===== src/rtl/fane_mac_pkg.sv =====
// Shared definitions for the FANE vector MAC: FP8 constants, FSM encoding and FP8 arithmetic helpers.
// FP8 model: exponent field 0 is zero (subnormals flush to zero), no Inf/NaN, overflow saturates, round-to-nearest-even.
package fane_mac_pkg;

    localparam int FP8_W = 8;
    localparam logic [FP8_W-1:0] FP8_ZERO = 8'h00;
    localparam int MUL_LAT = 2;

    typedef enum logic {
        IDLE = 1'b0,
        ACC  = 1'b1
    } state_t;

    function automatic int clog2(input int n);
        int r;
        r = 0;
        for (int i = 0; i < 31; i++) begin
            if ((1 << i) < n) r = i + 1;
        end
        return r;
    endfunction

    function automatic logic [FP8_W-1:0] fp8_pack(input logic s, input int e, input int keep,
                                                  input int ew, input int mw);
        logic [FP8_W-1:0] r;
        if (e <= 0) return FP8_ZERO;
        if (e > (1 << ew) - 1) return {s, 7'h7f};
        r = 8'((e << mw) | (keep & ((1 << mw) - 1)));
        r[7] = s;
        return r;
    endfunction

    function automatic logic [FP8_W-1:0] fp8_mul(input logic [FP8_W-1:0] a, input logic [FP8_W-1:0] b,
                                                 input int ew, input int mw);
        int ea, eb, fa, fb, e, p, sh, keep, rem;
        ea = int'(a[6:0]) >> mw;
        eb = int'(b[6:0]) >> mw;
        fa = int'(a[6:0]) & ((1 << mw) - 1);
        fb = int'(b[6:0]) & ((1 << mw) - 1);
        if (ea == 0 || eb == 0) return FP8_ZERO;
        p  = ((1 << mw) | fa) * ((1 << mw) | fb);
        e  = ea + eb - ((1 << (ew - 1)) - 1);
        sh = mw;
        if (p >= (1 << (2 * mw + 1))) begin
            sh = mw + 1;
            e++;
        end
        keep = p >> sh;
        rem  = p & ((1 << sh) - 1);
        if (rem > (1 << (sh - 1)) || (rem == (1 << (sh - 1)) && (keep & 1) != 0)) keep++;
        if (keep == (1 << (mw + 1))) begin
            keep = keep >> 1;
            e++;
        end
        return fp8_pack(a[7] ^ b[7], e, keep, ew, mw);
    endfunction

    function automatic logic [FP8_W-1:0] fp8_add(input logic [FP8_W-1:0] a, input logic [FP8_W-1:0] b,
                                                 input int ew, input int mw);
        logic [FP8_W-1:0] x, y;
        int ex, ey, mx, my, e, d, sum, keep, rem;
        if ((int'(a[6:0]) >> mw) == 0) return ((int'(b[6:0]) >> mw) == 0) ? FP8_ZERO : b;
        if ((int'(b[6:0]) >> mw) == 0) return a;
        // Larger magnitude goes to x; exponent sits above mantissa so the raw field compares correctly
        if (b[6:0] > a[6:0]) begin
            x = b;
            y = a;
        end else begin
            x = a;
            y = b;
        end
        ex = int'(x[6:0]) >> mw;
        ey = int'(y[6:0]) >> mw;
        mx = ((1 << mw) | (int'(x[6:0]) & ((1 << mw) - 1))) << 3;
        my = ((1 << mw) | (int'(y[6:0]) & ((1 << mw) - 1))) << 3;
        d  = ex - ey;
        if (d > mw + 4) my = 1;
        else if (d > 0) my = (my >> d) | (((my & ((1 << d) - 1)) != 0) ? 1 : 0);
        e = ex;
        if (x[7] == y[7]) begin
            sum = mx + my;
            if (sum >= (1 << (mw + 4))) begin
                sum = (sum >> 1) | (sum & 1);
                e++;
            end
        end else begin
            sum = mx - my;
            if (sum == 0) return FP8_ZERO;
            for (int i = 0; i < 10; i++) begin
                if (sum < (1 << (mw + 3))) begin
                    sum = sum << 1;
                    e--;
                end
            end
        end
        keep = sum >> 3;
        rem  = sum & 7;
        if (rem > 4 || (rem == 4 && (keep & 1) != 0)) keep++;
        if (keep == (1 << (mw + 1))) begin
            keep = keep >> 1;
            e++;
        end
        return fp8_pack(x[7], e, keep, ew, mw);
    endfunction

endpackage


===== src/rtl/fane_mac_vec_tree.sv =====
// Registered FP8 adder tree: log2(LANES) levels, one register per level, with a valid bit and sideband tag.
module fane_fp8_add_tree
    import fane_mac_pkg::*;
#(
    parameter int EXP_WIDTH  = 4,
    parameter int MANT_WIDTH = 3,
    parameter int LANES      = 4,
    parameter int TAG_W      = 1
) (
    input  logic                   clk,
    input  logic                   rst_n,
    input  logic                   ce,
    input  logic                   clear,
    input  logic                   in_valid,
    input  logic [LANES*FP8_W-1:0] in_data,
    input  logic [TAG_W-1:0]       in_tag,
    output logic                   out_valid,
    output logic [FP8_W-1:0]       out_sum,
    output logic [TAG_W-1:0]       out_tag
);

    localparam int LEVELS = clog2(LANES);
    localparam int NODES  = (LANES > 1) ? LANES - 1 : 1;
    localparam int VW     = (LEVELS > 0) ? LEVELS : 1;

    logic [NODES*FP8_W-1:0]         node_q;
    logic [VW-1:0]                  vld_q;
    logic [VW*TAG_W-1:0]            tag_q;
    logic [(LANES+NODES)*FP8_W-1:0] all_nodes;
    logic [VW:0]                    vld_chain;
    logic [(VW+1)*TAG_W-1:0]        tag_chain;

    // Leaves and registered sums share one index space: level k starts at 2*LANES - (2*LANES >> k)
    assign all_nodes = {node_q, in_data};
    assign vld_chain = {vld_q, in_valid};
    assign tag_chain = {tag_q, in_tag};

    always_ff @(posedge clk or negedge rst_n) begin
        if (!rst_n) begin
            node_q <= '0;
            vld_q  <= '0;
            tag_q  <= '0;
        end else if (ce) begin
            for (int k = 1; k <= LEVELS; k++) begin
                vld_q[k-1] <= clear ? 1'b0 : vld_chain[k-1];
                tag_q[(k-1)*TAG_W +: TAG_W] <= tag_chain[(k-1)*TAG_W +: TAG_W];
                for (int i = 0; i < (LANES >> k); i++) begin
                    node_q[(LANES - ((2 * LANES) >> k) + i) * FP8_W +: FP8_W] <= fp8_add(
                        all_nodes[(2 * LANES - ((2 * LANES) >> (k - 1)) + 2 * i) * FP8_W +: FP8_W],
                        all_nodes[(2 * LANES - ((2 * LANES) >> (k - 1)) + 2 * i + 1) * FP8_W +: FP8_W],
                        EXP_WIDTH, MANT_WIDTH);
                end
            end
        end
    end

    if (LEVELS == 0) begin : g_pass
        assign out_valid = in_valid;
        assign out_sum   = in_data[FP8_W-1:0];
        assign out_tag   = in_tag;
    end else begin : g_tree
        assign out_valid = vld_q[LEVELS-1];
        assign out_sum   = node_q[(NODES-1)*FP8_W +: FP8_W];
        assign out_tag   = tag_q[(LEVELS-1)*TAG_W +: TAG_W];
    end

endmodule


===== src/rtl/fane_mac_vec.sv =====
// FANE FP8 vector MAC: LANES-wide dot product with cascade (mode 0) or local group accumulation (mode 1).
// Optional FANE_MAC_RELU_EN clamps negative results to zero at the output register only.
module fane_mac_vec
    import fane_mac_pkg::*;
#(
    parameter int EXP_WIDTH  = 4,
    parameter int MANT_WIDTH = 3,
    parameter int LANES      = 4,
    parameter int ACC_LEN_W  = 8
) (
    input  logic                   clk,
    input  logic                   rst_n,
    input  logic                   ce,
    input  logic                   clear,
    input  logic                   in_valid,
    input  logic [LANES*FP8_W-1:0] in_a,
    input  logic [LANES*FP8_W-1:0] in_b,
    input  logic [FP8_W-1:0]       cascade_sum_in,
    input  logic                   mode,
    input  logic [ACC_LEN_W-1:0]   acc_len,
    output logic                   out_valid,
    output logic [FP8_W-1:0]       acc_out,
    output logic [LANES*FP8_W-1:0] cascade_a_out,
    output logic [LANES*FP8_W-1:0] cascade_b_out,
    output logic                   busy
);

    localparam int TAG_W   = FP8_W + 3;
    localparam int T_LAST  = FP8_W;
    localparam int T_FIRST = FP8_W + 1;
    localparam int T_GRP   = FP8_W + 2;

    state_t                 state;
    logic [ACC_LEN_W-1:0]   count, grp_len, eff_len;
    logic [4:0]             inflight, inflight_next;
    logic                   first_n, last_n, grp_n, started, done;

    logic [LANES*FP8_W-1:0] a_q, b_q, prod1, prod2;
    logic                   v0, v1, v2;
    logic [TAG_W-1:0]       tag0, tag1, tag2;

    logic                   tv;
    logic [FP8_W-1:0]       tsum, acc, sum_n;
    logic [TAG_W-1:0]       ttag;

    assign cascade_a_out = a_q;
    assign cascade_b_out = b_q;

    // Group bookkeeping is decided at entry and carried down the pipe as first/last/grp flags
    assign eff_len = (acc_len == '0) ? ACC_LEN_W'(1) : acc_len;
    assign first_n = (state == IDLE);
    assign grp_n   = (state == ACC) || mode;
    assign last_n  = (state == IDLE) ? (!mode || eff_len == ACC_LEN_W'(1))
                                     : (ACC_LEN_W'(count + 1'b1) == grp_len);
    assign started = in_valid && (state == IDLE) && mode;
    assign done    = tv && ttag[T_LAST] && ttag[T_GRP];
    assign inflight_next = inflight + 5'(started) - 5'(done);

    always_ff @(posedge clk or negedge rst_n) begin
        if (!rst_n) begin
            state    <= IDLE;
            count    <= '0;
            grp_len  <= '0;
            inflight <= '0;
            busy     <= 1'b0;
            a_q      <= '0;
            b_q      <= '0;
            v0       <= 1'b0;
            tag0     <= '0;
        end else if (ce) begin
            a_q <= in_a;
            b_q <= in_b;
            if (clear) begin
                state    <= IDLE;
                count    <= '0;
                inflight <= '0;
                busy     <= 1'b0;
                v0       <= 1'b0;
                tag0     <= '0;
            end else begin
                v0       <= in_valid;
                tag0     <= {grp_n, first_n, last_n, cascade_sum_in};
                inflight <= inflight_next;
                busy     <= (inflight_next != '0);
                if (in_valid) begin
                    if (state == IDLE) grp_len <= eff_len;
                    if (last_n) begin
                        state <= IDLE;
                        count <= '0;
                    end else begin
                        state <= ACC;
                        count <= count + 1'b1;
                    end
                end
            end
        end
    end

    // Two-stage lane multiply; sideband tag travels alongside so cascade_sum_in stays aligned
    always_ff @(posedge clk or negedge rst_n) begin
        if (!rst_n) begin
            prod1 <= '0;
            prod2 <= '0;
            v1    <= 1'b0;
            v2    <= 1'b0;
            tag1  <= '0;
            tag2  <= '0;
        end else if (ce) begin
            v1    <= clear ? 1'b0 : v0;
            v2    <= clear ? 1'b0 : v1;
            tag1  <= tag0;
            tag2  <= tag1;
            prod2 <= prod1;
            for (int i = 0; i < LANES; i++) begin
                prod1[i*FP8_W +: FP8_W] <= fp8_mul(a_q[i*FP8_W +: FP8_W], b_q[i*FP8_W +: FP8_W],
                                                   EXP_WIDTH, MANT_WIDTH);
            end
        end
    end

    fane_fp8_add_tree #(
        .EXP_WIDTH (EXP_WIDTH),
        .MANT_WIDTH(MANT_WIDTH),
        .LANES     (LANES),
        .TAG_W     (TAG_W)
    ) u_tree (
        .clk      (clk),
        .rst_n    (rst_n),
        .ce       (ce),
        .clear    (clear),
        .in_valid (v2),
        .in_data  (prod2),
        .in_tag   (tag2),
        .out_valid(tv),
        .out_sum  (tsum),
        .out_tag  (ttag)
    );

    assign sum_n = ttag[T_FIRST] ? fp8_add(tsum, ttag[FP8_W-1:0], EXP_WIDTH, MANT_WIDTH)
                                 : fp8_add(acc, tsum, EXP_WIDTH, MANT_WIDTH);

    always_ff @(posedge clk or negedge rst_n) begin
        if (!rst_n) begin
            acc       <= '0;
            acc_out   <= '0;
            out_valid <= 1'b0;
        end else if (ce) begin
            if (clear) begin
                acc       <= '0;
                out_valid <= 1'b0;
            end else begin
                out_valid <= tv && ttag[T_LAST];
                if (tv) begin
                    acc <= sum_n;
                    if (ttag[T_LAST]) begin
`ifdef FANE_MAC_RELU_EN
                        acc_out <= sum_n[FP8_W-1] ? FP8_ZERO : sum_n;
`else
                        acc_out <= sum_n;
`endif
                    end
                end
            end
        end
    end

endmodule


===== config.mk =====
export PLATFORM = sky130hd
export DESIGN_NAME = fane_mac_vec
export DESIGN_NICKNAME = d
export VERILOG_FILES = /design/src/rtl/fane_mac_pkg.sv /design/src/rtl/fane_mac_vec_tree.sv /design/src/rtl/fane_mac_vec.sv
export SDC_FILE = /design/constraint.sdc
export NUM_CORES = 1
export LEC_CHECK = 0
export CORE_ASPECT_RATIO = 1.4
export CORE_MARGIN = 2
export CORE_UTILIZATION = 55
export DETAILED_ROUTE_END_ITERATION = 10
export PLACE_DENSITY = 0.72
export SLEW_MARGIN = 5
export SYNTH_ARGS = -nofsm -noshare
export SYNTH_HDL_FRONTEND = slang
export SYNTH_SLANG_ARGS = --single-unit

===== constraint.sdc =====
create_clock -name clk -period 27.9 [get_ports clk]
set_input_delay 4.185 -clock clk [delete_from_list [all_inputs] [get_ports clk]]
set_output_delay 4.185 -clock clk [all_outputs]
set_load 0.02 [all_outputs]

# Yosys cells after proc, flatten, opt, wreduce, memory -nomap -nowiden
# Index checks and enable logic that the tools add are counted.
dict set report word_totals {
  regBits 252
  elab_cells 1407
  in_bits 86
  out_inout_bits 74
}
dict set report classes {
  muxes 1020
  addsub 116
  n_bitwise 34
  n_eq_ne 25
  n_mul 4
  n_lt_le_gt_ge 101
  shifts 22
  n_reduce_logical 64
}
# op count
set op_table {}
lappend op_table {{$mux W32} 679}
lappend op_table {{$sub A32 B2 Y32 const B} 58}
lappend op_table {{$lt A32 B8 Y1 const B} 50}
lappend op_table {{$mux W8} 127}
lappend op_table {{$logic_not A32 Y1} 22}
lappend op_table {{$add A32 B2 Y32 const B} 13}
lappend op_table {{$shl A1 B32 Y32 const A} 13}
lappend op_table {{$eq A32 B6 Y1 const B} 9}
lappend op_table {{$gt A32 B5 Y1 const B} 9}
lappend op_table {{$le A32 B1 Y1 const B} 9}
lappend op_table {{$mux W1} 169}
lappend op_table {{$add A8 B32 Y32} 5}
lappend op_table {{$and A8 B32 Y32} 5}
lappend op_table {{$ge A32 B9 Y1 const B} 5}
lappend op_table {{$reduce_bool A32 Y1} 5}
lappend op_table {{$shr A7 B32 Y32} 5}
lappend op_table {{$sub A8 B32 Y32} 5}
lappend op_table {{$or A31 B1 Y31} 5}
lappend op_table {{$add A29 B1 Y30 const B} 5}
lappend op_table {{$and A9 B32 Y32} 4}
lappend op_table {{$eq A32 B32 Y1} 4}
lappend op_table {{$gt A32 B32 Y1} 4}
lappend op_table {{$shr A8 B32 Y32} 4}
lappend op_table {{$mux W3} 39}
lappend op_table {{other kinds (37)} 133}

# Depth between registers and ports, before layout
# Gate-level depths: netlist of run 1.
dict set report logic_depth {
  word_depth 125
  ltp_mapped 76
  mapped_depth_nobuf 74
}

# By module
# From an unflattened synthesis of run 1, not the netlist that was laid out.
dict set report unflattened {
  cells_unflattened 7045
  area_unflattened_um2 53397.5
}
# module cells_per_inst area_each_um2 seq_area_each_um2 instances
set modules_own_cells {}
lappend modules_own_cells {fane_mac_vec 3634 29293.1 5104.9 1}
lappend modules_own_cells {fane_fp8_add_tree 3411 24104.4 1201.2 1}

# Least setup slack after synthesis of run 1
# OpenSTA, ideal clock, no wires.
dict set report synth_path {
  kind {register -> register}
  startpoint {register u_tree.node_q[21]}
  endpoint {register acc_out[6]}
  path_slack_ps 13326
  path_stages_with_launch 67
  period_less_slack_ps 14574
  path_buffers 7
  arrival_ps 14450
  required_time_ps 27775
  cell_sequence {dfrtp_1 > clkbuf_1 > clkinv_1 > ha_1 > buf_4 > o21ai_1 > o21ba_2 > o22a_1 > o21a_1 > ha_1 > a221o_1 > o31ai_1 > clkbuf_1 > or2_2 > clkbuf_1 > a21oi_1 > ha_1 > clkbuf_1 > [31 not listed] > or4b_1 > a31oi_1 > xnor2_1 > or3_1 > clkbuf_1 > or2_0 > mux2_2 > nor4_1 > xor2_1 > or4b_1 > or3b_1 > nor2_1 > nor2_1 > a221o_1 > a21o_1 > nor4b_1 > o2bb2ai_1 > mux2_2}
}
dict set report synth_via {
  elab_chain_len 100
  word_cells_on_any_way 393
}
# element line_no
set synth_rtl {}
lappend synth_rtl {{start: declaration} fane_mac_vec_tree.sv:26} ;# logic [NODES*FP8_W-1:0] node_q;
lappend synth_rtl {{start signal: indexed assignment} fane_mac_vec_tree.sv:48} ;# node_q[(LANES - ((2 * LANES) >> k) + i) * FP8_W +: FP8_W] <= fp8_add(
lappend synth_rtl {{branches (longest 99 deep; another with $sub A32 B2 Y32)} -}
lappend synth_rtl {{$mux W8 (*)} fane_mac_vec.sv:139} ;# assign sum_n = ttag[T_FIRST] ? fp8_add(tsum, ttag[FP8_W-1:0], EXP_WIDTH, MANT_WIDTH)
lappend synth_rtl {{end signal: assignment} fane_mac_vec.sv:159} ;# acc_out <= sum_n;
lappend synth_rtl {{end: declaration} fane_mac_vec.sv:22} ;# output logic [FP8_W-1:0] acc_out,
# Mark *: on every way between the ends. The select of a mux whose other input is x is not followed.
# A chain may end at the register's enable or synchronous reset.

# Final worst setup path of run 1
dict set report layout_path {
  startpoint {register u_tree.node_q[21]}
  endpoint {register acc_out[0]}
}
# Same word-level chain as after synthesis.

==> results of run 1 <==
per-layer routing:
metal / global-route usage (%) / part of all wire (%)
met5: 0 / 0.014
met4: 18.4 / 6.3
met3: 3.17 / 4.6
met2: 61.3 / 51
met1: 36.0 / 39
per-stage QoR:
step,setup WS (ns),area (um2),hold WS (ns),cells,util [%]
floorplan,13.33,52500,0.446,7186,-
global placement,11.26,55100,0.464,8384,58.0
detailed placement,10.99,55100,0.469,8384,58.0
CTS,10.92,56100,0.486,8439,59.2
global route,9.62,56200,0.512,8439,59.2
finish,10.79,56200,0.484,8440,59.2
cell type report:
class                      instances  area, um2  area share [%]
antenna                            1       2.50         0.00446
clock buffer                      40        860            1.53
clock inverter                    15        201           0.359
tap                             1224       1530            2.73
multi-input combinational       6391      44100            78.5
sequential                       252       6310            11.2
inverter                         304       1140            2.03
timing repair buffer             213       2020            3.59
cells in the final DEF, fill, tap and decap left out, types with 252 or more instances in the layout:
master and n:
a21oi_1 410, dfrtp_1 252, o21ai_0 433, xnor2_1 403, nor2_1 585, nand2_1 704
nand3_1 287, inv_1 298, nor3_1 252, ha_1 297
sequential cells by signal (all words and copies together), names as in the netlist, 2 cells and up:
register,flops
u_tree.vld_q,2
tag2,11
prod2,32
acc_out,8
cascade_a_out,32
count,8
prod1,32
u_tree.node_q,24
u_tree.tag_q,22
inflight,5
tag1,11
grp_len,8
acc,8
cascade_b_out,32
tag0,11
worst paths after layout:
check,cells after the start,end,startpoint
min in group asynchronous,1,cascade_b_out[16],rst_n
hold reg to reg,2,tag0[9],tag0[9]
setup reg to reg,58,acc_out[0],u_tree.node_q[21]
setup / recovery,58,acc_out[0],u_tree.node_q[21]
max in group asynchronous,2,u_tree.node_q[22],rst_n
hold / removal,2,tag0[9],tag0[9]
critical path, delay by kind of cell (launching register included):
| family | cells | cell delay, ns |
|---|---|---|
| compound gates | 18 | 4.73 |
| fa+ha+maj | 8 | 3.13 |
| flops | 1 | 0.61 |
| xor+xnor | 5 | 1.80 |
| mux | 2 | 0.82 |
| buf+inv | 1 | 0.39 |
| simple gates | 24 | 5.49 |
cells by family after synthesis:
kind of cell             count (synthesis)
flip-flops                             252
AND/OR/NAND/NOR                       2963
AO/OA/AOI/OAI                         2193
adder cells (fa/ha/maj)                329
XOR/XNOR                               613
multiplexers                           293
buffers and inverters                  543
==> impl_metrics.env, run 1 <==
export IMPL_clk_pin_slew_ns=0.06
export IMPL_tritoncts="yes"
export IMPL_finalCriticalPeriod_ns=17.11
export IMPL_grt_pass1_wl_mm=272
export IMPL_rsz0062_at_grt="no"
export IMPL_drtIter0Drc=3885
export IMPL_hold_violations=0
export IMPL_ys_top_cells_by_area="dfrtp_1, ha_1, xnor2_1"
export IMPL_vias=56300
export IMPL_synth_xor_area_share_pct=11.0
export IMPL_yosysTopAreaCellShare_pct=12.0
export IMPL_grt_max_degree=174
export IMPL_root_buffer="clkbuf_16"
export IMPL_core_um2=94900
export IMPL_yosysSeqAreaShare_pct=12.0
export IMPL_synth_seq_cells=252
export IMPL_synth_top_family_by_area="compound AO/OA/AOI/OAI gates"
export IMPL_status="complete, no violations"
export IMPL_finalCritPeriodShare_pct=61.3
export IMPL_worst_pin_slew_ns=1.33
export IMPL_cts_buffer_depth=3
export IMPL_maxCapViolCount=0
export IMPL_cts_sinks=252
export IMPL_maxSlewViolCount=0
export IMPL_firstDrtPassIters=8
export IMPL_initial_utilization_pct=55.3
export IMPL_cp_required_ns=28.36
export IMPL_cp_arrival_ns=17.57
export IMPL_endpoint_kind="flip-flop"
export IMPL_synth_largest_area_cell="dfrtp_1"
export IMPL_slowest_delay_ns=0.87
export IMPL_cp_start_kind="flip-flop"
export IMPL_synthTopCellsByCount="nand2_1, nor2_1, o21ai_0"
export IMPL_wirelength_mm=168
export IMPL_grt_pass1_vias=54400
export IMPL_finalSetupTns_ns=0
export IMPL_rows=134
export IMPL_critPathMostFrequentCell="ha_1"
export IMPL_worstSkewPairLatency_ns=0.59
export IMPL_cts_max_level=1
export IMPL_cp_max_fo=18
export IMPL_port_buffers=159
export IMPL_yosys_most_used_dff="dfrtp_1"
export IMPL_synth_fa_ha_area_share_pct=8.26
export IMPL_drive_above_1_share_pct=7.97
export IMPL_critPathSlowestCell="xnor2_1"
export IMPL_nFillCells=9066
export IMPL_fin_nets=7605
export IMPL_clock_skew_ns=0.0299
export IMPL_synth_compound_area_share_pct=29.4
export IMPL_hp_class="reg -> reg"
export IMPL_die_w_um=265
export IMPL_post_dp_hpwl_mm=135
export IMPL_fp_dieArea_um2=97900
export IMPL_path_class="reg -> reg"
export IMPL_overflow=0
export IMPL_area_growth_pct=7.02
export IMPL_r2r_slack_ns=10.79
export IMPL_cts_resized=0
export IMPL_synth_edf_count=0
export IMPL_yosys_warnings=0
export IMPL_io_pin_count=160
export IMPL_gr_usage_all_layers_pct=32.8
export IMPL_synth_async_reset_ratio_pct=100
export IMPL_synth_simple_area_share_pct=29.2
export IMPL_syn_avg_cell_area_um2=7.30
export IMPL_yosysMostFrequentCell="nand2_1"
export IMPL_cts_made_buffers=30
export IMPL_post_route_drc_count=0
export IMPL_max_slew_margin_rel_pct=11.5
export IMPL_synth_nets=7599
export IMPL_die_y_um=369
export IMPL_fmax_mhz=58.5
export IMPL_hold_buffers=0
export IMPL_postCtsSetupBuffers=0
export IMPL_via_per_inst=6.68
export IMPL_ys_types=144
export IMPL_synth_mux_area_share_pct=6.12
export IMPL_gp_congestion=0.986
export IMPL_netlist_area_um2=52500
export IMPL_wire_per_inst_um=19.9
export IMPL_final_antenna_net_count=0
export IMPL_finalSetupViolations=0
export IMPL_antenna_found_initial=2
export IMPL_synth_cells=7186
Power of run 1 is left out: the tool's default activity adds up to more than one toggle a clock period on the data nets, which glitch-free logic cannot reach.
==> inputs of run 2 (changes only) <==
==> constraint.sdc (replaced) <==
create_clock -name clk -period 15.77 [get_ports clk]
set_input_delay 2.3655 -clock clk [delete_from_list [all_inputs] [get_ports clk]]
set_output_delay 2.3655 -clock clk [all_outputs]
set_load 0.02 [all_outputs]
==> impl_metrics.env, run 2 (synthesis gave the netlist of run 1 again) <==
export IMPL_status="complete, no violations"
export IMPL_mostFrequentLayoutCell="nand2_1"
export IMPL_post_dp_hpwl_mm=139
export IMPL_firstDrtPassIters=6
export IMPL_cp_max_fo=14
export IMPL_mostFrequentLayoutCells="nand2_1, nor2_1, o21ai_0, a21oi_1, xnor2_1"
export IMPL_r2r_start="u_tree.node_q[19]"
export IMPL_hold_buffers=0
export IMPL_finalSetupViolations=0
export IMPL_wl_met1_mm=65.1
export IMPL_wl_met3_mm=8.68
export IMPL_max_slew_margin_rel_pct=7.76
export IMPL_wire_per_inst_um=20.1
export IMPL_gr_usage_all_layers_pct=33.6
export IMPL_n_antenna_cell=0
export IMPL_slowest_delay_ns=0.56
export IMPL_finalCriticalPeriod_ns=14.98
export IMPL_io_pin_count=160
export IMPL_grt_pass1_wl_mm=278
export IMPL_finalCritPeriodShare_pct=95.0
export IMPL_r2r_slack_ns=0.79
export IMPL_final_util_pct=60.7
export IMPL_grt_max_degree=120
export IMPL_post_route_drc_count=0
export IMPL_final_antenna_net_count=0
export IMPL_cts_buffer_depth=3
export IMPL_vias=57400
export IMPL_fin_nets=7763
export IMPL_endpoint_kind="flip-flop"
export IMPL_maxSlewViolCount=0
export IMPL_tritoncts="yes"
export IMPL_path_class="reg -> reg"
export IMPL_critical_path_buf_inv_count=5
export IMPL_worst_pin_slew_ns=1.35
export IMPL_cts_sinks=252
export IMPL_maxCapViolCount=0
export IMPL_rows=134
export IMPL_cp_start_kind="flip-flop"
export IMPL_area_growth_pct=9.74
export IMPL_via_per_inst=6.68
export IMPL_cts_max_level=1
export IMPL_r2r_end="acc[0]"
export IMPL_die_y_um=369
export IMPL_core_um2=94900
export IMPL_drtIter0Drc=3990
export IMPL_drive_above_1_share_pct=10.6
export IMPL_cts_made_buffers=28
export IMPL_wl_met2_mm=87.0
export IMPL_gp_congestion=1.03
export IMPL_fmax_mhz=66.8
export IMPL_hp_class="reg -> reg"
export IMPL_cp_arrival_ns=15.43
export IMPL_holdPathStages=1
export IMPL_fp_dieArea_um2=97900
export IMPL_worstSkewPairLatency_ns=0.59
export IMPL_antenna_found_initial=2
export IMPL_clk_pin_slew_ns=0.06
export IMPL_initial_utilization_pct=55.3
export IMPL_hold_path_endpoint="prod1[30]"
export IMPL_dp_slack_ns=0.215
export IMPL_finalSetupTns_ns=0
export IMPL_setup_ws_ns=0.790
export IMPL_hold_violations=0
export IMPL_top_layer_used="met5"
export IMPL_worstHoldStart="prod1[30]"
export IMPL_cp_required_ns=16.22
export IMPL_r2r_cells=54
export IMPL_wirelength_mm=173
export IMPL_root_buffer="clkbuf_16"
export IMPL_path_delay_family="simple AND/OR/NAND/NOR gates"
export IMPL_port_buffers=159
export IMPL_nFillCells=8916
export IMPL_grt_pass1_vias=55300
export IMPL_critPathSlowestCell="or4_4"
export IMPL_clock_skew_ns=0.0315
export IMPL_overflow=0
export IMPL_die_w_um=265
## run 2: cell count changes in the layout (fill, tap and decap cells not counted), sizes merged
cell      before  now
buf           55  214
clkbuf        41   34
clkinv         8   13
clkinvlp       6    2
bufinv         4    6
diode          1    0
inv          301  300
xor2         178  179
## run 2: routing by layer
metal  vias up  track usage [%]
met5         -                0
met4         4             20.6
met3       648             3.47
met2      2078             62.5
met1     27100             36.4
li1      27600                -
## run 2: cell type report
class / instances / area (um2) / area share (%)
multi-input cells: 6392 / 44400 / 77.1
flip-flops and latches: 252 / 6310 / 11.0
repair buffers: 372 / 3200 / 5.56
well taps: 1224 / 1530 / 2.66
inverters: 304 / 1140 / 1.98
clock buffers: 33 / 749 / 1.30
clock inverters: 17 / 280 / 0.487
## run 2: repair_timing
action,in CTS,in global routing
buffers inserted,0,15
setup endpoints to repair,0,40
gates resized for setup,0,61
## run 2: how the worst max path moves through the flow
stage / start / cells after the start / to / slack (ns)
after CTS: prod2[22] / 56 / u_tree.node_q[13] / 0.09
after global placement: prod2[22] / 56 / u_tree.node_q[13] / 0.42
after global routing: u_tree.node_q[19] / 63 / acc[0] / -0.04
final: u_tree.node_q[19] / 54 / acc[0] / 0.79
after detailed placement: prod2[22] / 56 / u_tree.node_q[13] / 0.22
after floorplan: u_tree.node_q[21] / 66 / acc_out[6] / 1.20
## run 2: stage by stage
| stage | instances | hold WS (ns) | cell area, um2 |
|---|---|---|---|
| after floorplan | 7186 | 0.446 | 52500 |
| after global placement | 8528 | 0.468 | 56100 |
| after detailed placement | 8528 | 0.468 | 56100 |
| after CTS | 8578 | 0.483 | 57200 |
| after global routing | 8594 | 0.495 | 57600 |
| final | 8594 | 0.475 | 57600 |
Power of run 2 is left out for the same reason.
